$ cat src/rtl/seg7_scan.sv
// seg7_scan: four-digit multiplexed active-low seven-segment driver with a load-strobed BCD shadow.
// Define LEADING_ZERO_BLANK_EN to blank leading zero digits 3..1 (digit 0 always shown).
module seg7_scan #(
    parameter int SCAN_DIV = 50000
) (
    input  logic        clk,
    input  logic        rst,
    input  logic [15:0] bcd,
    input  logic        load,
    output logic [6:0]  seg,
    output logic [3:0]  an
);
    localparam int PW = $clog2(SCAN_DIV);
    logic [PW-1:0] pre;
    logic [1:0]    idx, idx_nxt, sel;
    logic [15:0]   shadow;
    logic [3:0]    blank, digit;
    logic [6:0]    seg_nxt;
    logic          tick;

    function automatic logic [6:0] decode(input logic [3:0] d);
        case (d)
            4'd0:    decode = 7'b1000000;
            4'd1:    decode = 7'b1111001;
            4'd2:    decode = 7'b0100100;
            4'd3:    decode = 7'b0110000;
            4'd4:    decode = 7'b0011001;
            4'd5:    decode = 7'b0010010;
            4'd6:    decode = 7'b0000010;
            4'd7:    decode = 7'b1111000;
            4'd8:    decode = 7'b0000000;
            4'd9:    decode = 7'b0010000;
            default: decode = 7'b0111111;
        endcase
    endfunction

    // On a tick the register loads the digit being entered; otherwise it refreshes the lit one.
    always_comb begin
        tick    = pre == PW'(SCAN_DIV - 1);
        idx_nxt = idx + 2'd1;
        sel     = tick ? idx_nxt : idx;
        digit   = shadow[{sel, 2'b00} +: 4];
`ifdef LEADING_ZERO_BLANK_EN
        blank[3] = shadow[15:12] == 4'd0;
        blank[2] = blank[3] && shadow[11:8] == 4'd0;
        blank[1] = blank[2] && shadow[7:4] == 4'd0;
        blank[0] = 1'b0;
`else
        blank = 4'b0000;
`endif
        seg_nxt = blank[sel] ? 7'b1111111 : decode(digit);
    end

    always_ff @(posedge clk or posedge rst) begin
        if (rst) begin
            pre    <= '0;
            idx    <= 2'd3;
            shadow <= 16'h0000;
            seg    <= 7'b1111111;
            an     <= 4'b1111;
        end else begin
            pre <= tick ? '0 : pre + PW'(1);
            if (load)
                shadow <= bcd;
            if (tick) begin
                idx <= idx_nxt;
                an  <= ~(4'b0001 << idx_nxt);
                seg <= seg_nxt;
            end else if (an != 4'b1111)
                seg <= seg_nxt;
        end
    end
endmodule
$ cat config.mk
export PLATFORM = sky130hd
export DESIGN_NAME = seg7_scan
export DESIGN_NICKNAME = d
export VERILOG_FILES = /design/src/rtl/seg7_scan.sv
export SDC_FILE = /design/constraint.sdc
export NUM_CORES = 1
export LEC_CHECK = 0
export CAP_MARGIN = 40
export CELL_PAD_IN_SITES_DETAIL_PLACEMENT = 2
export CELL_PAD_IN_SITES_GLOBAL_PLACEMENT = 2
export CORE_MARGIN = 5
export CORE_UTILIZATION = 37
export CTS_BUF_LIST = sky130_fd_sc_hd__clkbuf_4 sky130_fd_sc_hd__clkbuf_8 sky130_fd_sc_hd__clkbuf_16
export CTS_CLUSTER_DIAMETER = 200
export CTS_CLUSTER_SIZE = 40
export DETAILED_ROUTE_END_ITERATION = 10
export GPL_TIMING_DRIVEN = 1
export PLACE_DENSITY = 0.87
export SLEW_MARGIN = 20
export SYNTH_ARGS = -nofsm -noshare
export SYNTH_HDL_FRONTEND = slang
export SYNTH_SLANG_ARGS = --single-unit
$ cat constraint.sdc
create_clock -name clk -period 3.3 [get_ports clk]
set_input_delay 0.66 -clock clk [delete_from_list [all_inputs] [get_ports clk]]
set_output_delay 0.66 -clock clk [all_outputs]
set_load 0.02 [all_outputs]
Yosys cells after proc, flatten, opt, wreduce, memory -nomap -nowiden
Memories as Yosys holds them, arrays and structs flattened.
Cells that the tools add are included.
- add/sub/neg operators: 2
- multiply operators: 0
- div/mod/pow operators: 0
- $lt $le $gt $ge: 1
- eq/ne operators: 2
- shift operators: 2
- mux-type cells: 7
- bitwise operators: 1
- reduce and logical (&&, ||, !) cells: 1
- operators by type and width (operator ; count):
    $mux W7 ; 3
    $add A16 B1 Y16 const B ; 1
    $eq A16 B16 Y1 const B ; 1
    $mux W16 ; 1
    $shiftx A16 B5 Y4 ; 1
    $ne A4 B4 Y1 const B ; 1
    $not A4 Y4 ; 1
    $shl A1 B2 Y4 const A ; 1
    $lt A2 B3 Y1 const B ; 1
    $add A2 B1 Y2 const B ; 1
    $bmux W1 S2 ; 1
    $mux W2 ; 1
    $reduce_bool A2 Y1 ; 1
    $mux W1 ; 1
- bits in registers: 45
- latch bits: 0
- memory bits (writable): 0
- memory bits (read-only): 112
- input port bits: 19
- output and inout port bits: 11
- word-level logic and storage cells: 22
- memories: 1
- memory list (name ; depth ; bits a word ; rd ports ; clocked after memory_dff ; write ports ; RTL line ; text):
    (no name shown) ; 16 ; 7 ; 1 ; 0 ; 0 ; 22 ; case (d)

Longest topological paths before layout
- word-level depth: 7
- gate-level depth with buffers: 12
- mapped depth without buffers: 10

Worst setup path after synthesis
No wires, ideal clock.
- kind: reg2reg
- start: register idx[1]
- end: register seg[3]
- library setup time: 0.073 ns
- data arrival time: 2.893 ns
- required time: 3.227 ns
- path slack: 0.334 ns
- cell stages (with the launch flop): 12
- buffers on the path: 2
- clock period less this slack: 2.966 ns
- cell sequence: dfstp_2 -> clkbuf_1 -> inv_1 -> ha_1 -> clkbuf_1 -> mux4_2 -> mux2i_2 -> inv_1 -> ha_1 -> o21ai_0 -> a21oi_1 -> a21oi_1
- word-level cells in the longest chain between the ends: 7
- elaborated cells between the ends (all ways): 9
- classes of those cells: add/sub (1); shift (1); mux (6); memory (1)
- RTL lines (element ; RTL line ; text):
    start: declaration ; 15 ; logic [1:0] idx, idx_nxt, sel;
    start signal: assignment ; 66 ; idx <= idx_nxt;
    $add A2 B1 Y2 ; 40 ; idx_nxt = idx + 2'd1;
    $mux W2 * ; - ;
    $shiftx A16 B5 Y4 or $bmux W1 S2 (tied branches) ; 42, 51 ;
    $mem_v2 Z16 W7 or $mux W1 (tied branches) ; - ;
    $mux W7 * ; 51 ; seg_nxt = blank[sel] ? 7'b1111111 : decode(digit);
    $mux W7 ; 69 ; end else if (an != 4'b1111)
    $mux W7 * ; 65 ; if (tick) begin
    end signal: assignment ; 68 ; seg <= seg_nxt;
    end signal: assignment ; 70 ; seg <= seg_nxt;
    end: declaration ; 10 ; output logic [6:0] seg,
Mark *: on every way between the ends. The rest lies on a longest branch, timed or not. The select of a mux whose other input is x is not followed.
A chain may end at the register's enable or synchronous reset.

Final worst setup path
Same ends and word-level chain as after synthesis.

==> run_results.csv <==
group,metric,value,unit
run_status,status,"finished clean",
final_layout,layout.cell_area.non_filler,2770,um2
place,placed_area,2670,um2
synth,syn_area,2300,um2
clock_network,cts_root_buffer,"clkbuf_8",
clock_network,cts_resized,0,
clock_network,cts.clk_slew.worst_paths,0.08,ns
clock_network,clock_latency,0.31,ns
die,start_util,38.3,%
final_layout,insertedDiodeCount,0,
worst_setup_path,r2r_cells,9,
drt,wl_met1,2350,um
timing,worstMarginPinSlew,0.691,ns
synth,synth_cell_types,40,
synth,yosysSeqAreaShare,49.7,%
hold_path,hp-class,"reg -> reg",
grt,grt_pass1_vias,1772,
synth,ys_seq_elements,45,
timing,skew,0.0131,ns
timing,slew_viol_final,0,
final_layout,layout.nets,248,
clock_network,cts_buffers,5,
worst_setup_path,cp-start-kind,"register",
worst_setup_path,crit_arrival,3.25,ns
synth,synth-async-reset-ratio,100,%
timing,rsz0062_at_grt,"false",
die,io_pins,30,
place,hpwl,4180,um
grt,grt_max_degree,17,
synth,syn_area_per_cell,12.0,um2
timing,tns,0,ns
drt,wire_per_inst,17.9,um
place,portBuffers,29,
flow_run,maxCapViolations,0,
final_layout,final_cell_mix,"32 x dfrtp_1, 29 x clkdlybuf4s50_1, 16 x mux2_2, 16 x nor2_1, 14 x nand2_1",
final_layout,post-route-util,46.2,%
timing,setup_viol,0,
synth,synth_edf_count,0,
die,die_area,7880,um2
synth,ys.flop_type,"dfrtp_1",
clock_network,clockBufferDepth,2,
synth,synth_nets,217,
worst_setup_path,path_class,"reg -> reg",
timing,setup_slack,0.279,ns
grt,overflow,0,
clock_network,postCtsHoldBufs,0,
final_layout,instances_no_fill,299,
timing,min_period,3.02,ns
drt,drc,0,
clock_network,cts_tree,"built",
drt,dr.pass1.iters,2,
die,rows,28,
timing,timing.final.crit_share,91.6,%
final_layout,syn2layout_area_growth,20.4,%
synth,synth_top_area_share,34.9,%
drt,wl_met3,166,um
pwr,static-leakage-power,1.15,nW
grt,grt_pass1_wl,9030,um
drt,vias_per_cell,5.30,
final_layout,drive_above_1_share,25.0,%
pwr,p_per_area,421,nW/um2
place,placed_cells,291,
die,die_w,88.8,um
timing,hold_violations,0,
clock_network,htree_levels,2,
grt,antenna_found_initial,0,
drt,wirelength,5360,um
final_layout,layout_commonest_cell,"dfrtp_1",
die,coreArea,5990,um2
pwr,vdd_drop_max,0.192,mV
clock_network,postCtsSetupRepairBufs,0,
worst_setup_path,endpoint_kind,"register",
synth,yosys_warnings,0,
drt,top_layer_used,"met4",
synth,syn-instance-count,192,
place,dpl_worst_slack,0.268,ns
pwr,p_total,1.17,mW
place,place.gp.congestion,0.773,
die,die_y,88.8,um
hold_path,min_path_cells,1,
worst_setup_path,crit_required,3.53,ns
synth,yosys-top-cells-area,"dfrtp_1 35%, dfstp_2 15%, mux2_2 7.8%",
drt,via_count,1586,
drt,ant_nets,0,
timing,slew-limit-headroom,53.8,%
timing,fmax,0.331,GHz
drt,drtIter0Drc,27,
synth,synth_top_area_cell,"dfrtp_1",
drt,route.met2.wl,2780,um
grt,grt_util_all_layers,15.4,%
worst_setup_path,worstPathMaxFanout,9,
timing,fin_hold_ws,0.466,ns
clock_network,cts.sink_count,45,
-- logic make-up (layout without fill, tap and decap cells) --
family / Yosys count / count (layout) / share of synthesized area (%)
simple gates: 58 / 58 / 14.3
compound gates: 25 / 25 / 6.70
mux: 29 / 29 / 17.9
fa+ha+maj: 6 / 6 / 3.27
buf+inv: 15 / 47 / 2.83
xor+xnor: 14 / 14 / 5.34
flops: 45 / 45 / 49.7
-- cell usage after synthesis (all sizes together) (2+ instances only) --
| cell | count |
|---|---|
| dfstp | 13 |
| nor3 | 3 |
| and2 | 4 |
| and3 | 6 |
| dfrtp | 32 |
| mux2i | 6 |
| buf | 3 |
| nor3b | 2 |
| mux4 | 6 |
| xor2 | 9 |
| inv | 6 |
| mux2 | 17 |
| o31ai | 2 |
| nor2 | 16 |
| xnor2 | 5 |
| nand2 | 14 |
| clkbuf | 6 |
| ha | 6 |
| o21ai | 10 |
| a21oi | 6 |
| and4 | 2 |
| a22o | 2 |
| nand3 | 7 |
-- report_power, final --
part | total, mW | leakage, nW | internal [mW] | switching, mW
Combinational | 0.175 | 0.570 | 0.0943 | 0.0811
Clock | 0.370 | 0.0523 | 0.187 | 0.183
Sequential | 0.620 | 0.532 | 0.595 | 0.0257
Total | 1.17 | 1.15 | 0.876 | 0.289
-- routing by layer --
layer | GRT usage, % | up-vias
met3 | 2.05 | 8
met4 | 7.01 | 0
li1 | - | 737
met2 | 26.7 | 28
met5 | 0 | -
met1 | 18.8 | 813
-- final cells by class --
class | instances | area [um2]
inverters | 6 | 22.5
well taps | 75 | 93.8
repair buffers | 33 | 320
fillers | 611 | 3220
flip-flops and latches | 45 | 1140
clock buffers | 8 | 97.6
multi-input cells | 132 | 1090
-- worst max-delay path, cell delays in order (launching register included) --
cell	delay [ns]
dfstp_2	0.65
inv_1	0.11
ha_1	0.49
mux4_2	0.57
mux2i_2	0.32
inv_1	0.10
ha_1	0.33
o21ai_0	0.19
a21oi_1	0.06
a21oi_1	0.15
-- registers in the layout, indices dropped and copies added (netlist names) --
name / cells
seg: 7
shadow: 16
pre: 16
an: 4
idx: 2
-- worst paths after layout --
| path | start | to | slack [ns] |
|---|---|---|---|
| max | idx[1] | seg[3] | 0.28 |
| min | pre[0] | pre[0] | 0.47 |
| max reg2reg | idx[1] | seg[3] | 0.28 |
| min reg2reg | pre[0] | pre[0] | 0.47 |
| max in group asynchronous | rst | idx[0] | 2.04 |
| min in group asynchronous | rst | pre[13] | 0.63 |
Note: power is estimated with default switching activity, not from simulation.
